$ cat src/rtl/universal_register.sv
// Multi-mode register: hold, load, shift, rotate, increment and decrement, with a carry/shift-out bit and a zero flag.
// Defining UREG_PARITY_EN adds o_parity, the registered even parity of the value written into o_data_out.
module universal_register #(
   parameter int unsigned         WIDTH   = 8,
   parameter logic [WIDTH-1:0]    RST_VAL = '0
) (
   input  logic             i_clk,
   input  logic             i_rst_n,
   input  logic             i_clr,
   input  logic             i_en,
   input  logic [2:0]       i_mode,
   input  logic             i_ser_in,
   input  logic [WIDTH-1:0] i_data_in,
   output logic [WIDTH-1:0] o_data_out,
   output logic             o_carry,
   output logic             o_zero
`ifdef UREG_PARITY_EN
   ,
   output logic             o_parity
`endif
);

   typedef enum logic [2:0] {
      MODE_HOLD = 3'b000,
      MODE_LOAD = 3'b001,
      MODE_SHL  = 3'b010,
      MODE_SHR  = 3'b011,
      MODE_ROL  = 3'b100,
      MODE_ROR  = 3'b101,
      MODE_INC  = 3'b110,
      MODE_DEC  = 3'b111
   } mode_t;

   logic [WIDTH-1:0] r_data;
   logic             r_carry;
   logic [WIDTH-1:0] w_data_nxt;
   logic             w_carry_nxt;
   logic [WIDTH:0]   w_inc_sum;

   assign w_inc_sum = {1'b0, r_data} + {{WIDTH{1'b0}}, 1'b1};

   // Priority is clr, then enable, then mode. An unknown mode must poison the data
   // in simulation rather than quietly holding, hence the X default.
   always_comb begin
      w_data_nxt  = r_data;
      w_carry_nxt = r_carry;
      if (i_clr) begin
         w_data_nxt  = '0;
         w_carry_nxt = 1'b0;
      end else if (i_en) begin
         case (i_mode)
            MODE_HOLD: begin
               w_data_nxt  = r_data;
               w_carry_nxt = r_carry;
            end
            MODE_LOAD: begin
               w_data_nxt  = i_data_in;
               w_carry_nxt = 1'b0;
            end
            MODE_SHL: begin
               w_data_nxt  = {r_data[WIDTH-2:0], i_ser_in};
               w_carry_nxt = r_data[WIDTH-1];
            end
            MODE_SHR: begin
               w_data_nxt  = {i_ser_in, r_data[WIDTH-1:1]};
               w_carry_nxt = r_data[0];
            end
            MODE_ROL: begin
               w_data_nxt  = {r_data[WIDTH-2:0], r_data[WIDTH-1]};
               w_carry_nxt = r_data[WIDTH-1];
            end
            MODE_ROR: begin
               w_data_nxt  = {r_data[0], r_data[WIDTH-1:1]};
               w_carry_nxt = r_data[0];
            end
            MODE_INC: begin
               w_data_nxt  = w_inc_sum[WIDTH-1:0];
               w_carry_nxt = w_inc_sum[WIDTH];
            end
            MODE_DEC: begin
               w_data_nxt  = r_data - {{(WIDTH-1){1'b0}}, 1'b1};
               w_carry_nxt = (r_data == '0);
            end
            default: begin
               w_data_nxt  = 'x;
               w_carry_nxt = 1'bx;
            end
         endcase
      end
   end

   always_ff @(posedge i_clk or negedge i_rst_n) begin
      if (!i_rst_n) begin
         r_data  <= RST_VAL;
         r_carry <= 1'b0;
      end else begin
         r_data  <= w_data_nxt;
         r_carry <= w_carry_nxt;
      end
   end

   assign o_data_out = r_data;
   assign o_carry    = r_carry;
   assign o_zero     = (r_data == '0);

`ifdef UREG_PARITY_EN
   logic r_parity;

   // Parity of the held value equals the stored parity, so tracking w_data_nxt every edge also covers hold.
   always_ff @(posedge i_clk or negedge i_rst_n) begin
      if (!i_rst_n) begin
         r_parity <= ^RST_VAL;
      end else begin
         r_parity <= ^w_data_nxt;
      end
   end

   assign o_parity = r_parity;
`endif

endmodule

$ cat config.mk
export PLATFORM = sky130hd
export DESIGN_NAME = universal_register
export DESIGN_NICKNAME = d
export VERILOG_FILES = /design/src/rtl/universal_register.sv
export SDC_FILE = /design/constraint.sdc
export NUM_CORES = 1
export LEC_CHECK = 0
export CAP_MARGIN = 20
export CORE_MARGIN = 4
export CORE_UTILIZATION = 52
export DETAILED_ROUTE_END_ITERATION = 8
export PLACE_DENSITY = 0.88
export RECOVER_POWER = 25
export SETUP_SLACK_MARGIN = 0.2
export SYNTH_ARGS = -nofsm -noshare
export SYNTH_HDL_FRONTEND = slang
export SYNTH_SLANG_ARGS = --single-unit
$ cat constraint.sdc
create_clock -name i_clk -period 5.5 [get_ports i_clk]
set_clock_uncertainty 0.2 [all_clocks]
set_input_delay 0.825 -clock i_clk [delete_from_list [all_inputs] [get_ports i_clk]]
set_output_delay 0.825 -clock i_clk [all_outputs]
set_load 0.02 [all_outputs]
Word-level counts from Yosys, hierarchy flattened:

Cells that the tools add are included.

* bits in registers: 9
* output and inout port bits: 10
* logic and storage cells: 24

* add/subtract/negate cells: 2
* eq/ne operators: 8
* muxes and demuxes: 6
* reductions and logical operators: 6

Operators by type and width (number)
* 8-bit one-hot mux with 7 select lines: 1
* 8-bit 2-to-1 mux: 2
* 3-bit == test (second input constant): 4
* 8-bit by 1-bit adder with 9-bit output (second input constant): 1
* 8-bit zero test: 1
* 8-bit by 1-bit subtractor with 8-bit output (second input constant): 1
* 3-bit by 2-bit == test with 1-bit output (second input constant): 2
* 1-bit one-hot mux with 5 select lines: 1
* 2-bit OR reduction: 2
* 3-bit by 1-bit == test with 1-bit output (second input constant): 1
* 3-bit zero test: 1
* 1-bit 2-to-1 mux: 2
* 2-bit != test (second input constant): 1
* 2-bit AND reduction: 1
* 2-bit nonzero test: 1

Logic depth before layout (Yosys ltp):

Gate-level depths: netlist (run 1).

* word-level depth: 5
* depth in mapped cells: 8

Least setup slack after synthesis (run 1):

Ideal clock, no wire load.

* path type: register to output
* start point: reg r_data[5], in the netlist o_data_out[5]
* end point: out o_zero
* arrival time: 1.502 ns
* required time: 4.475 ns
* slack: 2.973 ns
* stages on the path, launching flop included: 3
* cell sequence: dfrtp_1 -> or4_4 -> nor4b_4

* cells in the longest elaborated chain, start to end: 1

Ends and longest elaborated chain
* start: declaration: RTL line 34 `logic [WIDTH-1:0] r_data;`
* start signal: assignment: RTL line 97 `r_data <= w_data_nxt;`
* 8-bit zero test: RTL line 104 `assign o_zero = (r_data == '0);`
* end: declaration: RTL line 16 `output logic o_zero`

No other way between the ends.

Worst setup path after layout (run 1):

Same ends and word-level chain as after synthesis.

==> results of run 1 <==
## worst max-delay path by stage
stage	from	to
global placement	i_mode[0]	o_data_out[6]
CTS	o_data_out[5]	o_zero
detailed placement	i_mode[0]	o_data_out[6]
floorplan	o_data_out[5]	o_zero
global route	i_mode[0]	o_data_out[6]
finish	o_data_out[5]	o_zero
## layer usage
| metal | vias to the layer above | part of all wire [%] |
|---|---|---|
| li1 | 526 | - |
| met1 | 507 | 42 |
| met2 | 53 | 48 |
| met3 | 2 | 9.7 |
| met4 | 0 | 0.35 |
| met5 | - | 0 |
## power by group
part	switching (mW)	total [mW]	internal (mW)	leakage [nW]
registers	0.0133	0.0844	0.0711	0.121
clock network	0.0242	0.0521	0.0280	0.0150
logic	0.0505	0.101	0.0506	0.379
total	0.0880	0.238	0.150	0.516
## synthesized netlist by cell type
cell       number
nor2_1         15
nand2_1        13
a21oi_1        10
dfrtp_1         9
o21ai_0         9
mux2i_1         8
a211oi_1        5
inv_1           5
nor2b_1         5
nor3_1          5
buf_4           4
nand3_1         4
a221oi_1        3
clkbuf_1        3
ha_1            3
a31oi_1         2
a32oi_1         2
buf_2           2
nand2b_1        2
o21bai_1        2
o22ai_1         2
xnor2_1         2
xor2_1          2
a21o_1          1
a22o_1          1
a31o_1          1
and2_1          1
and3_1          1
and4b_1         1
nand3b_1        1
nand4_1         1
nor4_1          1
nor4b_4         1
o2111ai_1       1
o22a_1          1
o31ai_1         1
or2_2           1
or3_1           1
or4_4           1
## state kept, by name, summed over array words and instances, names as in the netlist
signal	flops
o_data_out	8
o_carry	1
## layout by cell type (no fill, tap or decap), drive strengths merged
| cell type | instances |
|---|---|
| a211oi | 5 |
| a21o | 1 |
| a21oi | 10 |
| a221oi | 3 |
| a22o | 1 |
| a31o | 1 |
| a31oi | 2 |
| a32oi | 2 |
| and2 | 1 |
| and3 | 1 |
| and4b | 1 |
| clkbuf | 4 |
| clkdlybuf4s50 | 24 |
| dfrtp | 9 |
| dlygate4sd3 | 1 |
| ha | 3 |
| inv | 5 |
| mux2i | 8 |
| nand2 | 13 |
| nand2b | 2 |
| nand3 | 4 |
| nand3b | 1 |
| nand4 | 1 |
| nor2 | 15 |
| nor2b | 5 |
| nor3 | 5 |
| nor4 | 1 |
| nor4b | 1 |
| o2111ai | 1 |
| o21ai | 9 |
| o21bai | 2 |
| o22a | 1 |
| o22ai | 2 |
| o31ai | 1 |
| or2 | 1 |
| or3 | 1 |
| or4 | 1 |
| xnor2 | 2 |
| xor2 | 2 |
## layout make-up
cell class	instances	area (um2)	area share [%]
flip-flops and latches	9	225	17.9
well taps	25	31.3	2.49
multi-input cells	110	703	56.0
clock buffers	4	26.3	2.09
repair buffers	25	250	19.9
inverters	5	18.8	1.50
## worst min-delay path, cell delays in order, from the launching register on
cell and delay (ns):
dfrtp_1 0.36, nand2_1 0.05, nand2_1 0.06, a31o_1 0.09
## through the flow
step / power (mW) / setup WS, ns / cells / util, %
3_3_place_gp: 0.183 / 2.14 / 174 / 69.6
6_report: 0.238 / 2.22 / 178 / 71.1
2_1_floorplan: 0.149 / 2.97 / 133 / -
3_5_place_dp: 0.186 / 2.01 / 174 / 69.6
4_1_cts: 0.238 / 2.23 / 178 / 71.1
5_1_grt: 0.255 / 1.93 / 178 / 71.1
## kinds of logic (layout without fill, tap and decap cells)
group                      Yosys count  count (layout)  share of synthesized area [%]
muxes                                8               8                           8.02
buffers and inverters               14              34                           7.02
xor gates and xnor gates             4               4                           3.51
and+or+nand+nor                     54              54                           28.4
AOI/OAI and AO/OA                   41              41                           26.7
adders and majority gates            3               3                           3.76
DFF                                  9               9                           22.6
==> summary.txt, run 1 <==
Clocking
  • CTS Hold Bufs: 0
  • Clock Latency Late Sink: 0.25 ns
  • Num CTS Buffers: 3
  • CTS tree: yes
  • Clk slew on worst S/H paths: 0.07 ns
  • Postcts setup bufs: 0
  • Clock tree buffer depth: 2
  • CTS sink cnt: 9
  • Number of H-tree levels: 1
  • Clock root buffer: clkbuf_4
  • CTS resizes: 0

Detailed routing
  • Routed via count: 1088
  • 1st-iter DRT viols: 37
  • Post-Route WL: 2.60 mm
  • Post-route antenna net violation count: 0
  • Residual DRC count: 0
  • Routed len/inst: 14.6 um
  • Drt pass-1 iters: 4
  • Drt via density: 6.11

Final layout
  • Nets: 173
  • # diodes: 0
  • Fraction of final layout cells sized beyond drive strength 1: 3.92%
  • Area grow syn2layout: 25.7%
  • Fillcell total: 164
  • Design Area, Final: 0.00125 mm2

Logic synthesis
  • Syn Nets: 152
  • Register area share after synthesis: 22.6%
  • Post-synthesis cell type count: 39
  • Synthesized instance count: 133
  • Post-synth top area share: 22.6%
  • Area contributors post-synth: dfrtp_1 (23%), mux2i_1 (8.0%), nor2_1 (5.6%), a21oi_1 (5.0%), nand2_1 (4.9%)
  • Yosys reg bits: 9
  • Avg Cell Area, Syn: 7.51 um2
  • Synth Cell Area: 998 um2
  • Yosys warnings: 0
  • Synth area leader: dfrtp_1

Critical path
  • Crit-path cells: or4_4, nor4b_4, clkdlybuf4s50_1
  • RR Endpoint: o_data_out[7]
  • Setup crit end kind: output port
  • Setup crit start kind: flip-flop
  • Reg2reg setup slack: 3.43 ns
  • CP max-delay cell: clkdlybuf4s50_1
  • CP Max Fanout: 8
  • Worst path max stage delay: 0.64 ns
  • CP required: 4.47 ns
  • Levels on crit path: 3
  • Crit Path Class: reg2out
  • R2r worst-path depth: 5
  • RR Startpoint: o_data_out[5]
  • Delay-heaviest family, CP: simple AND/OR/NAND/NOR gates
  • Worst path buffer plus inverter count: 1
  • CP arrival: 2.25 ns

Worst hold path
  • Hold Path Sink: o_carry
  • Hold Path Class: reg2reg
  • Worst hold start: o_carry
  • Hold Path Depth: 3

Die
  • Die height: 51.8 um
  • FP Rows: 15
  • Die area: 0.00269 mm2
  • Die width: 51.8 um
  • Initial core utilization: 56.6%
  • I/O pin count: 26
  • Core ar.: 0.00176 mm2

Pwr
  • Peak VDD IR: 126 uV
  • Leakage: 0.516 nW
  • Pwr/cell area: 189 mW/mm2

Global routing
  • Antenna violations before repair: 0
  • Global routing's busiest layer: met2
  • Vias in the first global route: 1048
  • M1 GR Usage: 28.7%
  • Largest net degree at the start of global routing: 27
  • M3 GR Usage: 3.72%
  • Global-route wire length before repair: 4.67 mm
  • Total Routing Usage GR: 22.5%
  • GRT Residual Overflow: 0
  • Grt met2 use: 39.1%

STA
  • RSZ-0062 raised after global routing: false
  • Final worst path period share: 59.6%
  • Slew @ Worst Pin: 0.908 ns
  • Final min period: 3.28 ns
  • Max Freq: 0.305 GHz
  • Final Max Slew Viols: 0
  • Final hold violations: 0
  • Post-Route Setup TNS: 0 ns
  • Setup-failing EPs final: 0
  • Final hold slack: 0.397 ns
  • Max transition margin: 39.3%

Placed design
  • Placement-stage cell area: 0.00123 mm2
  • Buffers on Ports: 25
  • Routability Congestion: 0.861
  • Hpwl dp: 1.91 mm

Run status
  • Outcome: finished, final reports clean

Run
  • Max Cap Violations: 0
No activity file was read; power rests on OpenSTA's default activity.
==> inputs of run 2 (changes only) <==
Settings changed: CORE_UTILIZATION 52 to 48, PLACE_DENSITY 0.88 to 0.82.
Clock period 5.5 ns to 3.35 ns, I/O delays scaled along.
==> run 2 against run 1 <==
Total power grew 66%. Via count grew 1.1%. Worst hold slack lost 0.028 ns. Clock power grew 65%. Core utilization shrank 5.5 points. Die area grew 7.0%. First-iteration DRC count shrank 22%. Critical path depth is the same. Largest cell class unchanged. Sequential share of layout area shrank 0.45 points. Combinational power grew 69%.
==> summary.txt, run 2 (synthesis results as in run 1) <==
Final layout
  • Fraction of final layout cells sized beyond drive strength 1: 6.37% (+2.4 points)
  • Most frequent cells in the layout: clkdlybuf4s50_1 (24), nor2_1 (15), nand2_1 (13)
  • # diodes: 0 (unchanged)
  • Non-Filler Instances: 184 (+3.4%)
  • Final core occ: 65.6% (-5.5 points)
  • Most common cell after layout, fill and taps aside: clkdlybuf4s50_1
  • Flip-flop count of the largest register after layout: 8 (unchanged)
  • Nets: 177 (+2.3%)
  • Design Area, Final: 0.00129 mm2 (+2.6%)
  • Area grow syn2layout: 28.9%
  • Fillcell total: 191 (+16%)

STA
  • Max transition margin: 66.4% (+27 points)
  • Final min period: 2.97 ns
  • Post-Route Setup TNS: 0 ns (unchanged)
  • Max Freq: 0.336 GHz
  • Slew @ Worst Pin: 0.502 ns (-0.406 ns)
  • Setup WS post-layout: 0.376 ns (-1.85 ns)
  • Final hold slack: 0.368 ns (-0.0282 ns)
  • Final worst path period share: 88.8%
  • Final Max Slew Viols: 0 (unchanged)
  • Final hold violations: 0 (unchanged)
  • Setup-failing EPs final: 0 (unchanged)
  • RSZ-0062 raised after global routing: false

Die
  • Core ar.: 0.00196 mm2 (+11%)
  • Initial core utilization: 50.9% (-5.7 points)
  • Die area: 0.00287 mm2 (+7.0%)
  • FP Rows: 16 (+1)
  • Die height: 53.6 um (+3.5%)
  • Die width: 53.6 um (+3.5%)
  • I/O pin count: 26 (unchanged)

Critical path
  • Setup crit start kind: flip-flop
  • CP Max Fanout: 8 (unchanged)
  • CP required: 2.65 ns (-1.82 ns)
  • CP max-delay cell: clkdlybuf4s50_1
  • Worst path buffer plus inverter count: 1 (unchanged)
  • Setup crit end kind: output port
  • Crit-path cells: or4_4, nor4b_4, clkdlybuf4s50_1
  • CP arrival: 2.27 ns (+0.02 ns)
  • Delay-heaviest family, CP: simple AND/OR/NAND/NOR gates
  • Crit Path Class: reg2out
  • Worst path max stage delay: 0.65 ns (about the same)

Global routing
  • GRT Residual Overflow: 0 (unchanged)
  • Total Routing Usage GR: 21.7% (-0.82 points)
  • Vias in the first global route: 1000 (-4.6%)
  • Global-route wire length before repair: 4.53 mm (-3.1%)
  • Largest net degree at the start of global routing: 26 (-3.7%)
  • Antenna violations before repair: 0 (unchanged)

Detailed routing
  • Drt pass-1 iters: 5 (+1)
  • 1st-iter DRT viols: 29 (-22%)
  • Routed via count: 1100 (+1.1%)
  • Residual DRC count: 0 (unchanged)
  • Drt via density: 5.98 (-2.2%)
  • Post-route antenna net violation count: 0 (unchanged)
  • Post-Route WL: 2.79 mm (+7.4%)
  • Routed len/inst: 15.2 um (+3.9%)

Placed design
  • Cells after DPL: 180 (+3.4%)
  • Post-place setup slack: 0.664 ns (-1.35 ns)
  • Buffers on Ports: 25 (unchanged)
  • Placement-stage cell area: 0.00126 mm2 (+2.6%)
  • Hpwl dp: 2.06 mm (+7.8%)
  • Routability Congestion: 0.883 (+2.6%)

Pwr
  • Peak VDD IR: 207 uV (+64%)
  • Pwr/cell area: 307 mW/mm2 (+62%)
  • Power Total: 395 uW (+66%)
  • Leakage: 0.535 nW (+3.8%)

Clocking
  • CTS resizes: 0 (unchanged)
  • CTS sink cnt: 9 (unchanged)
  • Postcts setup bufs: 0 (unchanged)
  • Clock Latency Late Sink: 0.27 ns (+0.02 ns)
  • Num CTS Buffers: 3 (unchanged)
  • Clk slew on worst S/H paths: 0.06 ns (about the same)
  • CTS tree: yes
  • CTS Hold Bufs: 0 (unchanged)
  • Clock root buffer: clkbuf_4
  • Clock tree buffer depth: 2 (unchanged)
  • Number of H-tree levels: 1 (unchanged)

Run status
  • Outcome: finished, final reports clean

Run
  • Max Cap Violations: 0 (unchanged)

Worst hold path
  • Hold Path Class: reg2reg
[run 2: cell count changes in the layout (fill, tap and decap cells not counted)]
| cell | before | now |
|---|---|---|
| buf_4 | 0 | 4 |
[run 2: path summary, 6_finish.rpt]
path	depth (start not counted)	to	start	slack [ns]
worst max register to register	5	o_carry	o_data_out[5]	1.28
min in group asynchronous	1	o_data_out[5]	i_rst_n	0.44
worst min register to register	3	o_carry	o_carry	0.37
max in group asynchronous	1	o_data_out[1]	i_rst_n	2.17
worst min-delay path	3	o_carry	o_carry	0.37
worst max-delay path	3	o_zero	o_data_out[5]	0.38
[run 2: area by class of cell]
cell class / count / area [um2] / share of cell area [%]
Tap cell: 27 / 33.8 / 2.62
Timing Repair Buffer: 29 / 280 / 21.8
Clock buffer: 4 / 26.3 / 2.04
Multi-Input combinational cell: 110 / 703 / 54.6
Inverter: 5 / 18.8 / 1.46
Sequential cell: 9 / 225 / 17.5
[run 2: worst register-to-register path: stages, from the launching register on]
cell,delay (ns)
dfrtp_1,0.46
or4_4,0.60
nor4b_4,0.30
mux2i_1,0.12
a21oi_1,0.18
a31o_1,0.15
[run 2: layer usage]
metal  wire length, um  part of all wire [%]  vias to the layer above  global-route usage (%)
met4                39                   1.4                        0                    6.38
li1                  -                     -                      535                       -
met2              1340                    48                       38                    35.5
met3               157                   5.6                        5                    3.60
met1              1260                    45                      522                    29.2
met5                 0                     0                        -                       0
[run 2: power by group]
group          internal [mW]  switching (mW)
Sequential             0.117          0.0212
Combinational         0.0862          0.0845
Clock                 0.0460          0.0401
Total                  0.249           0.146
==> inputs of run 3 (changes only) <==
Settings changed: CAP_MARGIN 20 to 40.
==> results of run 3 <==
The final DEF is identical to that of run 2; final timing and power are the same.
